## src/rtl/arith_unit.sv

```systemverilog
// Execute-stage ALU with a single-cycle datapath and an iterative shift-add MUL.
// Ports: CLOCK/RESET, enable_arith + alu_control + aluin1/aluin2 in; aluout, carry, overflow, zero, result_valid, busy out.
module arith_unit #(
    parameter int WIDTH   = 32,
    parameter int SHAMT_W = 5
) (
    input  logic             CLOCK,
    input  logic             RESET,
    input  logic             enable_arith,
    input  logic [2:0]       alu_control,
    input  logic [WIDTH-1:0] aluin1,
    input  logic [WIDTH-1:0] aluin2,
    output logic [WIDTH-1:0] aluout,
    output logic             carry,
    output logic             overflow,
    output logic             zero,
    output logic             result_valid,
    output logic             busy
);

    localparam int CW = $clog2(WIDTH + 1);

    localparam logic [2:0] OP_ADD = 3'b000;
    localparam logic [2:0] OP_SUB = 3'b001;
    localparam logic [2:0] OP_AND = 3'b010;
    localparam logic [2:0] OP_OR  = 3'b011;
    localparam logic [2:0] OP_XOR = 3'b100;
    localparam logic [2:0] OP_NOT = 3'b101;
    localparam logic [2:0] OP_SHL = 3'b110;
    localparam logic [2:0] OP_MUL = 3'b111;

    typedef enum logic {
        S_IDLE = 1'b0,
        S_MUL  = 1'b1
    } state_t;

    state_t           state_q, state_d;
    logic [WIDTH-1:0] aluout_q, aluout_d;
    logic             carry_q, carry_d;
    logic             ovf_q, ovf_d;
    logic             zero_q, zero_d;
    logic             valid_q, valid_d;
    logic [WIDTH-1:0] mcand_q, mcand_d;
    logic [WIDTH-1:0] mplier_q, mplier_d;
    logic [WIDTH-1:0] acc_q, acc_d;
    logic [CW-1:0]    count_q, count_d;

    // Single-cycle result path
    logic [WIDTH:0]   sum_w;
    logic [WIDTH:0]   shl_w;
    logic [WIDTH-1:0] res_w;
    logic             c_w;
    logic             v_w;
    logic             msb_a, msb_b, msb_r;

    // One shift-add iteration
    logic [WIDTH-1:0] acc_nxt;
    logic             last_iter;

    assign msb_a = aluin1[WIDTH-1];
    assign msb_b = aluin2[WIDTH-1];
    assign msb_r = res_w[WIDTH-1];

    // Extra top bit receives the last bit shifted out; it stays 0 for shamt=0.
    assign shl_w = {1'b0, aluin1} << aluin2[SHAMT_W-1:0];

    always_comb begin
        sum_w = '0;
        res_w = '0;
        c_w   = 1'b0;
        v_w   = 1'b0;
        unique case (alu_control)
            OP_ADD: begin
                sum_w = {1'b0, aluin1} + {1'b0, aluin2};
                res_w = sum_w[WIDTH-1:0];
                c_w   = sum_w[WIDTH];
                v_w   = (msb_a == msb_b) && (msb_r != msb_a);
            end
            OP_SUB: begin
                sum_w = {1'b0, aluin1} + {1'b0, ~aluin2} + (WIDTH+1)'(1);
                res_w = sum_w[WIDTH-1:0];
                c_w   = sum_w[WIDTH];
                v_w   = (msb_a != msb_b) && (msb_r != msb_a);
            end
            OP_AND: res_w = aluin1 & aluin2;
            OP_OR:  res_w = aluin1 | aluin2;
            OP_XOR: res_w = aluin1 ^ aluin2;
            OP_NOT: res_w = ~aluin1;
            OP_SHL: begin
                res_w = shl_w[WIDTH-1:0];
                c_w   = shl_w[WIDTH];
            end
            OP_MUL: begin
                res_w = '0;
            end
            default: begin
                res_w = '0;
            end
        endcase
    end

    assign acc_nxt   = acc_q + (mplier_q[0] ? mcand_q : '0);
    assign last_iter = (count_q == CW'(WIDTH - 1));

    always_comb begin
        state_d  = state_q;
        aluout_d = aluout_q;
        carry_d  = carry_q;
        ovf_d    = ovf_q;
        zero_d   = zero_q;
        valid_d  = 1'b0;
        mcand_d  = mcand_q;
        mplier_d = mplier_q;
        acc_d    = acc_q;
        count_d  = count_q;
        unique case (state_q)
            S_IDLE: begin
                if (enable_arith) begin
                    if (alu_control == OP_MUL) begin
                        state_d  = S_MUL;
                        mcand_d  = aluin1;
                        mplier_d = aluin2;
                        acc_d    = '0;
                        count_d  = '0;
                    end else begin
                        aluout_d = res_w;
                        carry_d  = c_w;
                        ovf_d    = v_w;
                        zero_d   = (res_w == '0);
                        valid_d  = 1'b1;
                    end
                end
            end
            S_MUL: begin
                acc_d    = acc_nxt;
                mcand_d  = mcand_q << 1;
                mplier_d = mplier_q >> 1;
                count_d  = count_q + CW'(1);
                if (last_iter) begin
                    state_d  = S_IDLE;
                    aluout_d = acc_nxt;
                    carry_d  = 1'b0;
                    ovf_d    = 1'b0;
                    zero_d   = (acc_nxt == '0);
                    valid_d  = 1'b1;
                end
            end
            default: state_d = S_IDLE;
        endcase
    end

    always_ff @(posedge CLOCK or negedge RESET) begin
        if (!RESET) begin
            state_q  <= S_IDLE;
            aluout_q <= '0;
            carry_q  <= 1'b0;
            ovf_q    <= 1'b0;
            zero_q   <= 1'b0;
            valid_q  <= 1'b0;
            mcand_q  <= '0;
            mplier_q <= '0;
            acc_q    <= '0;
            count_q  <= '0;
        end else begin
            state_q  <= state_d;
            aluout_q <= aluout_d;
            carry_q  <= carry_d;
            ovf_q    <= ovf_d;
            zero_q   <= zero_d;
            valid_q  <= valid_d;
            mcand_q  <= mcand_d;
            mplier_q <= mplier_d;
            acc_q    <= acc_d;
            count_q  <= count_d;
        end
    end

    assign aluout       = aluout_q;
    assign carry        = carry_q;
    assign overflow     = ovf_q;
    assign zero         = zero_q;
    assign result_valid = valid_q;
    assign busy         = (state_q == S_MUL);

endmodule

```

## config.mk

```make
export PLATFORM = sky130hd
export DESIGN_NAME = arith_unit
export DESIGN_NICKNAME = d
export VERILOG_FILES = /design/src/rtl/arith_unit.sv
export SDC_FILE = /design/constraint.sdc
export NUM_CORES = 1
export LEC_CHECK = 0
export BUFFER_PORTS_ARGS = -buffer_cell sky130_fd_sc_hd__buf_2
export CAP_MARGIN = 20
export CELL_PAD_IN_SITES_DETAIL_PLACEMENT = 0
export CELL_PAD_IN_SITES_GLOBAL_PLACEMENT = 1
export CORE_UTILIZATION = 40
export DETAILED_ROUTE_END_ITERATION = 8
export PLACE_DENSITY = 0.86
export SLEW_MARGIN = 20
export SYNTH_ARGS = -nofsm -noshare
export SYNTH_HDL_FRONTEND = slang
export SYNTH_SLANG_ARGS = --single-unit
```

## constraint.sdc

```tcl
create_clock -name CLOCK -period 3.55 [get_ports CLOCK]
set_clock_uncertainty 0.05 [all_clocks]
set_input_delay 0.1775 -clock CLOCK [delete_from_list [all_inputs] [get_ports CLOCK]]
set_output_delay 0.1775 -clock CLOCK [all_outputs]
set_load 0.05 [all_outputs]
```

## Word level (Yosys, flattened, before mapping)

Index checks and enable logic that the tools add are counted.

- Register bits: 139
- Input bits: 70
- Logic and storage cells: 83

- Add/subtract/negate cells: 5
- Equality and inequality tests: 15
- Shift-type cells: 1
- Multiplexer cells: 39
- Bitwise gates (word level): 6
- Reductions and logical operators: 7

Operators with widths:

| operator | number |
|---|---|
| 2-to-1 mux 32 bit | 10 |
| one-hot mux 32 bit (2 select lines) | 4 |
| one-hot mux 32 bit (8 select lines) | 1 |
| adder 32 x 32 -> 33 bit | 2 |
| zero test 32 bit | 2 |
| NOT 32 bit | 2 |
| adder 33 x 1 -> 33 bit, second input constant | 1 |
| << shifter 32 x 5 -> 33 bit | 1 |
| adder 32 bit | 1 |
| AND 32 bit | 1 |
| bitwise OR 32 bit | 1 |
| bitwise XOR 32 bit | 1 |
| 2-to-1 mux 1 bit | 14 |
| == test 3 bit, second input constant | 4 |
| 2-to-1 mux 6 bit | 2 |
| one-hot mux 1 bit (2 select lines) | 6 |
| one-hot mux 6 bit (2 select lines) | 1 |
| adder 6 x 1 -> 6 bit, second input constant | 1 |
| == test 3 x 2 -> 1 bit, second input constant | 2 |
| == test 6 x 5 -> 1 bit, second input constant | 1 |
| inequality test 2 bit, second input constant | 3 |
| == test 3 x 1 -> 1 bit, second input constant | 1 |
| zero test 3 bit | 1 |
| one-hot mux 1 bit (3 select lines) | 1 |
| 7 further kinds | 9 |

## Longest topological paths before layout

Gate-level depths: netlist (run 1).

- Word-level depth: 10
- Mapped depth: 17

## Worst setup path before layout (run 1)

No wires, ideal clock.

- Kind: in2reg
- Start: input aluin2[3]
- End: register zero_q (netlist: zero)
- Arrival time: 3.437 ns
- Data required time: 3.423 ns
- Setup slack: -0.013 ns
- Stages on the path: 17
- Path buffers: 3
- Path through: inv_1 clkbuf_1 buf_1 ha_1 buf_2 inv_1 o311ai_1 o21ai_1 a211oi_1 o21a_2 nor4_1 nor4_2 xnor2_1 a221o_1 nor4_1 nand4_1 o21ai_1

- Cells in the longest elaborated chain, start to end: 8

Ends and longest elaborated chain:

| what | RTL line | text |
|---|---|---|
| from (decl) | 12 | `input logic [WIDTH-1:0] aluin2,` |
| NOT 32 bit | 80 | `sum_w = {1'b0, aluin1} + {1'b0, ~aluin2} + (WIDTH+1)'(1);` |
| adder 32 x 32 -> 33 bit | 80 |  |
| adder 33 x 1 -> 33 bit | 80 |  |
| one-hot mux 32 bit (8 select lines) (*) | 72 | `unique case (alu_control)` |
| zero test 32 bit (*) | 129 | `zero_d = (res_w == '0);` |
| 2-to-1 mux 1 bit (*) | 119 | `if (alu_control == OP_MUL) begin` |
| 2-to-1 mux 1 bit (*) | 118 | `if (enable_arith) begin` |
| one-hot mux 1 bit (2 select lines) (*) | 116 | `unique case (state_q)` |
| to (signal assigned) | 169 | `zero_q <= zero_d;` |
| to (decl) | 41 | `logic zero_q, zero_d;` |

Every way passes the cells marked *; elsewhere a longest branch is shown, timed or not. The select of a mux whose other input is x is not followed.
A chain may end at the register's enable or synchronous reset.

## Worst setup path after layout (run 1)

- Start: register mplier_q[0]
- End: register zero_q (netlist: zero)

- Cells in the longest elaborated chain, start to end: 5

Ends and longest elaborated chain:

| what | RTL line | text |
|---|---|---|
| from (decl) | 44 | `logic [WIDTH-1:0] mplier_q, mplier_d;` |
| from (signal assigned) | 172 | `mplier_q <= mplier_d;` |
| 2-to-1 mux 32 bit | 102 | `assign acc_nxt = acc_q + (mplier_q[0] ? mcand_q : '0);` |
| adder 32 bit | 102 |  |
| zero test 32 bit | 144 | `zero_d = (acc_nxt == '0);` |
| 2-to-1 mux 1 bit | 139 | `if (last_iter) begin` |
| one-hot mux 1 bit (2 select lines) | 116 |  |

No other way between the ends. The select of a mux whose other input is x is not followed.

==> results of run 1 <==
[layer usage]
metal,up-vias,share of wire,wire (µm),track usage
li1,8192,-,-,-
met1,8357,0.43,27700,0.437
met2,791,0.44,28700,0.514
met3,164,0.083,5360,0.0618
met4,0,0.043,2790,0.136
met5,-,0,0,0
[through the flow]
step | hold WS [ns] | setup slack [ns] | setup TNS [ns] | instance area (µm²) | util
6_report | 0.0178 | -0.140 | -0.227 | 21000 | 0.545
4_1_cts | 0.00191 | -0.0169 | -0.0169 | 20600 | 0.533
5_1_grt | 0.0329 | -0.230 | -0.830 | 21000 | 0.545
2_1_floorplan | -0.168 | 0.0541 | 0 | 15600 | -
3_5_place_dp | 0.225 | -0.530 | -2.80 | 19700 | 0.509
3_3_place_gp | 0.215 | -0.543 | -2.25 | 19700 | 0.509
[cell families (layout without fill, tap and decap cells)]
| kind of cell | after synthesis | count (layout) | synth area share |
|---|---|---|---|
| mux | 161 | 161 | 0.121 |
| fa+ha+maj | 132 | 132 | 0.107 |
| buf+inv | 246 | 707 | 0.0633 |
| flops | 139 | 139 | 0.222 |
| xor+xnor | 50 | 50 | 0.0280 |
| simple gates | 598 | 598 | 0.179 |
| compound gates | 669 | 669 | 0.279 |
[synth_stat cells (15+ instances only)]
cell	instances
a211oi_1	25
a21o_1	32
a21oi_1	154
a221oi_1	19
a22o_1	15
a31oi_1	24
and2_1	41
buf_1	19
buf_2	38
clkbuf_1	76
dfrtp_1	139
ha_1	129
inv_1	103
mux2_2	16
mux2i_1	122
mux4_2	21
nand2_1	228
nand2b_1	17
nand3_1	25
nand4_1	17
nor2_1	148
nor2b_1	22
nor3_1	31
nor4_1	17
o211ai_1	24
o21ai_0	171
o21bai_1	18
o22ai_1	29
o31ai_1	17
xnor2_1	30
xor2_1	20
[tightest hold or removal path, stage by stage]
cell and delay (ns):
buf_2 0.10, mux2i_1 0.07, o21ai_0 0.14
[flip-flops by register name (all words and copies together), names as in the netlist, 6 cells and up]
signal,flops
mcand_q,32
mplier_q,32
aluout,32
acc_q,32
count_q,6
[path summary, 6_finish.rpt]
path,end,slack (ns),depth (start not counted),startpoint
max reg2reg,zero$_DFFE_PN0P_,-0.14,15,mplier_q[0]$_DFFE_PN0P_
max,zero$_DFFE_PN0P_,-0.14,15,mplier_q[0]$_DFFE_PN0P_
min,mplier_q[28]$_DFFE_PN0P_,0.02,3,aluin2[28]
max in group asynchronous,mplier_q[21]$_DFFE_PN0P_,2.31,3,RESET
min reg2reg,aluout[9]$_DFFE_PN0P_,0.43,2,aluout[9]$_DFFE_PN0P_
min in group asynchronous,mcand_q[4]$_DFFE_PN0P_,0.27,2,RESET
[area by class of cell]
class / count / area, µm² / share of cell area
repair buffers: 565 / 4130 / 0.196
clock buffers: 19 / 443 / 0.0210
flip-flops and latches: 139 / 3480 / 0.166
well taps: 518 / 648 / 0.0308
clock inverters: 13 / 180 / 0.00856
inverters: 110 / 413 / 0.0196
multi-input cells: 1610 / 11800 / 0.558
[where the power goes]
group	switching [mW]	internal (mW)
Clock	0.827	1.15
Sequential	0.498	2.34
Combinational	4.86	3.77
Total	6.18	7.26
[timing repair]
item / in CTS / in global routing
endpoints found under the setup margin: 8 / 15
buffers inserted: 5 / 10
hold endpoints to repair: 78 / 0
resized for setup: 37 / 83
pin swaps: 17 / 46
cloned: 0 / 1
hold buffers: 4 / 0
==> impl_metrics.yaml, run 1 <==
critical_path:
  crit_path_end_kind: "flop"
  worstSetupPathType: "flop to flop"
  cp_data_arrival_time_ns: 4.01
  start_kind: "flop"
  crit_required_ns: 3.87
  critPathMaxFanout: 6
  critPathBufInv: 2
  worstPathCellList: "buf_6, and2_4, ha_4, a2111oi_4, o21ai_4, a311oi_4, nor4b_2, a211o_4, a211oi_4, buf_6, xnor2_4, nand2_2, nor4b_4, a32oi_1, o21ai_1"
  cp_top_family: "compound AO/OA/AOI/OAI gates"
  cp_slowest_cell: "dfrtp_2"
  crit_path_max_incr_delay_ns: 0.45
  cpMostUsedCell: "buf_6"
logic_synthesis:
  ys_top_cells_by_area: "dfrtp_1, ha_1, mux2i_1, o21ai_0, nand2_1"
  synth_fp_nets: 2197
  synth_ff_type: "dfrtp_1"
  synth-warning-count: 0
  netlist.area_leader.share: 0.222
  async_flop_share: 1.00
  avgSynthCellArea_um2: 7.84
  ys_ff_latch: 139
  ys_seq_area_frac: 0.222
  synth-edff-count: 0
  yosys.area.top_type: "dfrtp_1"
  synthDistinctLibCells: 89
  syn_area_um2: 15600
  synthCells: 1995
pwr:
  max-vdd-ir-drop_uv: 338
  powerDensity_nw_per_um2: 639
  power.total_mw: 13.4
  p_leak_nw: 10.1
clocking:
  clk_pin_slew_worst_paths_ns: 0.07
  cts_sinks: 139
  clock_latency_ns: 0.47
  cts_root_buffer: "clkbuf_16"
  cts_buffer_depth: 2
  cts_tree: "built"
  cts_buffers: 17
  cts-htree-levels: 4
sta:
  hold_violations: 0
  fin_crit_sh: 1.04
  rsz0062_at_grt: "true"
  slew_headroom: 0.494
  worst_pin_slew_ns: 0.759
  max_freq_mhz: 271
  drv_slew: 0
  min_period_ns: 3.69
  layout_setup_ws_ns: -0.140
  setup_viol: 4
global_route:
  grt-ovfl-total: 0
  grt_pass1_wl_um: 99000
  grt_pass1_vias: 17100
  grt_usage: 0.327
  grt_max_degree: 106
  antenna_found_initial: 2
min_path:
  hold_path.class: "input port to flop"
status:
  violations: "design-rule violations, negative setup slack"
  run_status: "finished, violations left"
placed_design:
  place_inst: 2926
  hpwl_um: 50400
  portBuffers: 106
  globalplace.congestion: 1.01
detailed_routing:
  drc_errors: 1
  ant_nets: 0
  vias: 17500
  first_iter_violations: 1740
  drt-wirelength-per-cell_um: 21.7
  wirelength_um: 64500
  drt-vias-per-instance: 5.89
  drt_first_pass_iters: 9
flow_run:
  drv_cap: 0
die:
  rows: 72
  ios: 107
  die_y_um: 200
  start_util: 0.405
  dieArea_um2: 39900
  core_area_um2: 38600
  fp.dieW_um: 200
layout:
  fillers: 3580
  n_antenna_cell: 0
  drive_gt1_frac: 0.301
  final-instance-count-excl-fill: 2974
  syn_to_final_growth_pct: 34.6
  mostFrequentLayoutCell: "buf_4"
  final_cell_mix: "buf_4, nand2_1, o21ai_0, nor2_1, a21oi_1"
  nNetsFinal: 2645
Note: power is estimated with default switching activity, not from simulation.
==> run 2, diff against run 1 <==
Settings changed: ABC_CLOCK_PERIOD_IN_PS set to 3550, RECOVER_POWER set to 100, SETUP_SLACK_MARGIN set to 0.02.
==> run 2 against run 1 <==
Compared with the run above:
- the run ends with design-rule violations, max-capacitance violations, max-slew violations, negative setup slack left
- first-iteration DRC count fell by 13%
- non-clock buffer count did not move
- power fell by 0.30%
- critical endpoint unchanged
==> impl_metrics.yaml, run 2 (synthesized netlist as in run 1, its figures left out) <==
sta:
  min_period_ns: 3.68
  drv_slew: 185
  layout_setup_ws_ns: -0.131
  fin_setup_tns_ns: -0.252
  worst_pin_slew_ns: 2.06
  setup_viol: 4
  fin_crit_sh: 1.04
  max_freq_mhz: 272
  hold_violations: 0
  slew_headroom: -0.375
  rsz0062_at_grt: "true"
detailed_routing:
  wirelength_um: 64600
  drt-wirelength-per-cell_um: 21.7
  drc_errors: 1
  drt_first_pass_iters: 7
  ant_nets: 0
  first_iter_violations: 1517
  vias: 17500
  drt-vias-per-instance: 5.89
placed_design:
  hpwl_um: 50400
  globalplace.congestion: 1.01
  portBuffers: 106
  dp_slack_ns: -0.530
clocking:
  cts_buffers: 17
  clock_latency_ns: 0.48
  cts_sinks: 139
  cts_root_buffer: "clkbuf_16"
  cts_buffer_depth: 2
  cts_tree: "built"
  cts-htree-levels: 4
  clk_pin_slew_worst_paths_ns: 0.07
global_route:
  grt-ovfl-total: 0
  grt_max_degree: 106
  grt_usage: 0.327
  grt_pass1_vias: 17100
  antenna_found_initial: 2
  grt_pass1_wl_um: 99000
flow_run:
  drv_cap: 2
status:
  run_status: "finished, violations left"
  violations: "design-rule violations, max-capacitance violations, max-slew violations, negative setup slack"
layout:
  drive_gt1_frac: 0.283
  mostFrequentLayoutCell: "buf_4"
  final_cell_mix: "buf_4, nand2_1, o21ai_0, nor2_1, a21oi_1"
  syn_to_final_growth_pct: 33.8
  fillers: 3620
  utilization: 0.542
  nNetsFinal: 2645
  n_antenna_cell: 0
die:
  core_area_um2: 38600
  fp.dieW_um: 200
  ios: 107
  rows: 72
  dieArea_um2: 39900
  die_y_um: 200
  start_util: 0.405
critical_path:
  start_kind: "flop"
  crit_path_end_kind: "flop"
  crit_required_ns: 3.87
  cp_data_arrival_time_ns: 4.00
  worstSetupPathType: "flop to flop"
  critPathMaxFanout: 6
pwr:
  p_leak_nw: 9.93
  powerDensity_nw_per_um2: 640
  max-vdd-ir-drop_uv: 337
min_path:
  hold_path.class: "input port to flop"
==> run 2: changes by cell type in the layout (fill, tap and decap cells not counted), sizes merged <==
cell	before	now
buf	561	515
clkbuf	19	65
==> run 2: power by group <==
group          switching (mW)  internal (mW)  leakage (nW)
Combinational            4.85           3.72          7.93
Clock                   0.830           1.15         0.305
Sequential              0.504           2.35          1.69
Total                    6.19           7.22          9.93
==> run 2: per-stage QoR <==
stage / std cells / power [mW] / area, µm² / hold slack [ns]
2_1_floorplan: 1995 / 7.53 / 15600 / -0.168
3_3_place_gp: 2926 / 10.4 / 19700 / 0.215
3_5_place_dp: 2926 / 10.6 / 19700 / 0.225
4_1_cts: 2967 / 12.8 / 20600 / 0.00191
5_1_grt: 2974 / 14.4 / 20900 / 0.0329
6_report: 2974 / 13.4 / 20900 / 0.0204
==> run 2: path summary, 6_finish.rpt <==
check | endpoint | cells past startpoint | slack, ns | start
max in group asynchronous | aluout[9]$_DFFE_PN0P_ | 3 | 1.03 | RESET
setup reg to reg | zero$_DFFE_PN0P_ | 15 | -0.13 | mplier_q[0]$_DFFE_PN0P_
hold / removal | mplier_q[28]$_DFFE_PN0P_ | 3 | 0.02 | aluin2[28]
min in group asynchronous | mcand_q[5]$_DFFE_PN0P_ | 2 | 0.77 | RESET
setup / recovery | zero$_DFFE_PN0P_ | 15 | -0.13 | mplier_q[0]$_DFFE_PN0P_
hold reg to reg | aluout[9]$_DFFE_PN0P_ | 2 | 0.43 | aluout[9]$_DFFE_PN0P_
==> run 2: layout make-up <==
class	instances	area [µm²]	share of cell area
clock buffer	19	443	0.0212
clock inverter	13	180	0.00861
inverter	110	413	0.0197
multi-input combinational	1610	11700	0.560
sequential	139	3480	0.166
tap	518	648	0.0310
timing repair buffer	565	4040	0.193
==> run 2: critical path, cell delays in order, from the launching register on <==
cell and delay [ns]:
dfrtp_2 0.45, buf_6 0.14, and2_4 0.14, ha_4 0.26
a2111oi_4 0.43, o21ai_4 0.13, a311oi_4 0.32, nor4b_2 0.12
a211o_4 0.32, a211oi_4 0.30, buf_6 0.16, xnor2_4 0.12
nand2_2 0.09, nor4b_4 0.31, a32oi_1 0.16, o21ai_1 0.09
==> run 2: repair_timing <==
action	4_1_cts	5_1_grt
resized for setup	37	78
pin swaps	17	48
endpoints found under the hold margin	78	0
hold buffers	4	0
setup endpoints to repair	9	15
gates cloned	0	1
setup buffers	5	11
==> run 2: routing by layer <==
layer | wire length (µm) | up-vias | part of all wire | global-route usage
met4 | 2710 | 0 | 0.042 | 0.136
met3 | 5560 | 154 | 0.086 | 0.0618
li1 | - | 8197 | - | -
met2 | 28800 | 808 | 0.45 | 0.514
met1 | 27500 | 8365 | 0.43 | 0.437
met5 | 0 | - | 0 | 0
==> run 3, diff against run 2 <==
Settings changed: CTS_BUF_LIST set to sky130_fd_sc_hd__clkbuf_2 sky130_fd_sc_hd__clkbuf_4 sky130_fd_sc_hd__clkbuf_8, MAX_ROUTING_LAYER set to met4, REMOVE_ABC_BUFFERS set to 1.
==> run 3 against run 2 <==
Compared with the run above:
- the run ends with max-capacitance violations, max-slew violations, negative setup slack left
- cell count unchanged
- critical path depth up 1
- die area unchanged
- sequential share of layout area up 0.24 points
- setup slack worse by 0.016 ns
- register-to-register slack worse by 0.02 ns
- maximum frequency down 0.43%
- sequential power about the same
- power down 5.5%
- clock-buffer cell count down 1
- critical path type unchanged
- highest routed layer unchanged
==> impl_metrics.yaml, run 3 (synthesized netlist as in run 1, its figures left out) <==
status:
  run_status: "finished, violations left"
  violations: "max-capacitance violations, max-slew violations, negative setup slack"
layout:
  nNetsFinal: 2645
  final-seq-area_um2: 3480
  utilization: 0.534
  syn_to_final_growth_pct: 31.9
  final_cell_mix: "buf_4, nand2_1, o21ai_0, nor2_1, a21oi_1"
  multi_input_area_um2: 11600
  mostFrequentLayoutCell: "buf_4"
  n_antenna_cell: 0
  fillers: 3703
  drive_gt1_frac: 0.266
critical_path:
  worstPathCellList: "buf_6, and2_4, ha_4, o21ai_2, a21oi_1, or2_1, a311oi_4, nor4b_4, a211o_4, a211oi_4, buf_6, o21bai_4, a21oi_4, xor2_2, a32oi_1, o21ai_1"
  crit_path_max_incr_delay_ns: 0.43
  start_kind: "flop"
  critPathMaxFanout: 7
  cp_slowest_cell: "dfrtp_1"
  worstSetupPathType: "flop to flop"
  crit_required_ns: 3.90
  cpMostUsedCell: "buf_6"
  cp_data_arrival_time_ns: 4.05
  crit_path_end_kind: "flop"
detailed_routing:
  drt_first_pass_iters: 6
  drt-wirelength-per-cell_um: 22.0
  drt-vias-per-instance: 5.90
  drc_errors: 0
  first_iter_violations: 1650
  vias: 17500
  wirelength_um: 65300
  ant_nets: 0
die:
  start_util: 0.405
  die_y_um: 200
  fp.dieW_um: 200
  ios: 107
  dieArea_um2: 39900
  core_area_um2: 38600
  rows: 72
clocking:
  cts_buffers: 17
  cts-htree-levels: 4
  cts_buffer_depth: 2
  cts_sinks: 139
  clk_pin_slew_worst_paths_ns: 0.09
  clock_latency_ns: 0.53
  cts_tree: "built"
  cts_root_buffer: "clkbuf_8"
flow_run:
  drv_cap: 2
global_route:
  grt_max_degree: 86
  antenna_found_initial: 1
  grt_pass1_wl_um: 99200
  grt_pass1_vias: 17000
  grt-ovfl-total: 0
  grt_usage: 0.338
sta:
  holdWs_ns: 0.0265
  worst_pin_slew_ns: 2.28
  layout_setup_ws_ns: -0.147
  drv_slew: 98
  rsz0062_at_grt: "true"
  slew_headroom: -0.520
  hold_violations: 0
  max_freq_mhz: 270
  fin_crit_sh: 1.04
  setup_viol: 3
  min_period_ns: 3.70
pwr:
  p_seq_frac: 0.223
  p_leak_nw: 9.80
  p_int_mw: 6.61
  powerDensity_nw_per_um2: 614
  max-vdd-ir-drop_uv: 312
  power_frac_comb: 0.670
  p_clk_frac: 0.108
  switching_power_mw: 6.06
  power.total_mw: 12.7
  p_sw_frac: 0.478
placed_design:
  portBuffers: 106
  globalplace.congestion: 1.03
  dp_slack_ns: -0.379
  hpwl_um: 50600
min_path:
  hold_path.class: "input port to flop"
[run 3: changes by cell type in the layout (fill, tap and decap cells not counted), sizes merged]
cell and change:
inv +2, buf -17, bufinv -2, clkbuf -7
clkinv +1, dlygate4sd3 +23
[run 3: per-layer routing]
metal  vias up  track usage  wire length, µm
li1       8212            -                -
met1      8398        0.444            28600
met2       786        0.533            29900
met3       136       0.0447             4720
met5         -            -                0
met4         0        0.114             2150
[run 3: repair_timing]
item	CTS	global route
cloned	1	0
hold buffers	27	0
gates resized for setup	38	46
endpoints found under the hold margin	110	0
buffers inserted	7	5
setup endpoints to repair	6	10
pin swaps	17	19
[run 3: final timing paths]
path	from	endpoint	slack, ns	cells past startpoint
max	mplier_q[0]$_DFFE_PN0P_	zero$_DFFE_PN0P_	-0.15	16
min	aluin2[11]	mplier_q[11]$_DFFE_PN0P_	0.03	4
max reg2reg	mplier_q[0]$_DFFE_PN0P_	zero$_DFFE_PN0P_	-0.15	16
min reg2reg	aluout[6]$_DFFE_PN0P_	aluout[6]$_DFFE_PN0P_	0.44	2
max in group asynchronous	RESET	acc_q[5]$_DFFE_PN0P_	0.68	3
min in group asynchronous	RESET	mplier_q[24]$_DFFE_PN0P_	0.78	2
[run 3: layout make-up]
| type | count | area share |
|---|---|---|
| multi-input cells | 1610 | 0.561 |
| clock buffers | 18 | 0.0117 |
| flip-flops and latches | 139 | 0.169 |
| well taps | 518 | 0.0314 |
| inverters | 110 | 0.0200 |
| repair buffers | 565 | 0.200 |
| clock inverters | 14 | 0.00728 |
[run 3: power by group through the flow]
stage / registers [mW] / clock network (mW) / logic (mW)
6_report: 2.82 / 1.37 / 8.49
5_1_grt: 2.92 / 1.47 / 9.19
4_1_cts: 2.81 / 1.41 / 8.16
3_5_place_dp: 2.82 / 0 / 7.82
3_3_place_gp: 2.79 / 0 / 7.67
2_1_floorplan: 3.56 / 0 / 4.43
[run 3: critical path, delay by kind of cell, from the launching register on]
| kind | cells | cell delay (ns) |
|---|---|---|
| AO/OA/AOI/OAI | 9 | 1.95 |
| XOR/XNOR | 1 | 0.10 |
| adder cells (fa/ha/maj) | 1 | 0.22 |
| buffers and inverters | 2 | 0.30 |
| flip-flops | 1 | 0.43 |
| AND/OR/NAND/NOR | 3 | 0.51 |
[run 3: metrics by stage]
step | cell area [µm²] | TNS, ns | cells
floorplan | 15100 | -679.29 | 1859
global placement | 19500 | -1.37 | 2902
detailed placement | 19500 | -1.60 | 2902
CTS | 20500 | -0.0334 | 2969
global route | 20600 | -1.99 | 2974
finish | 20600 | -0.299 | 2974
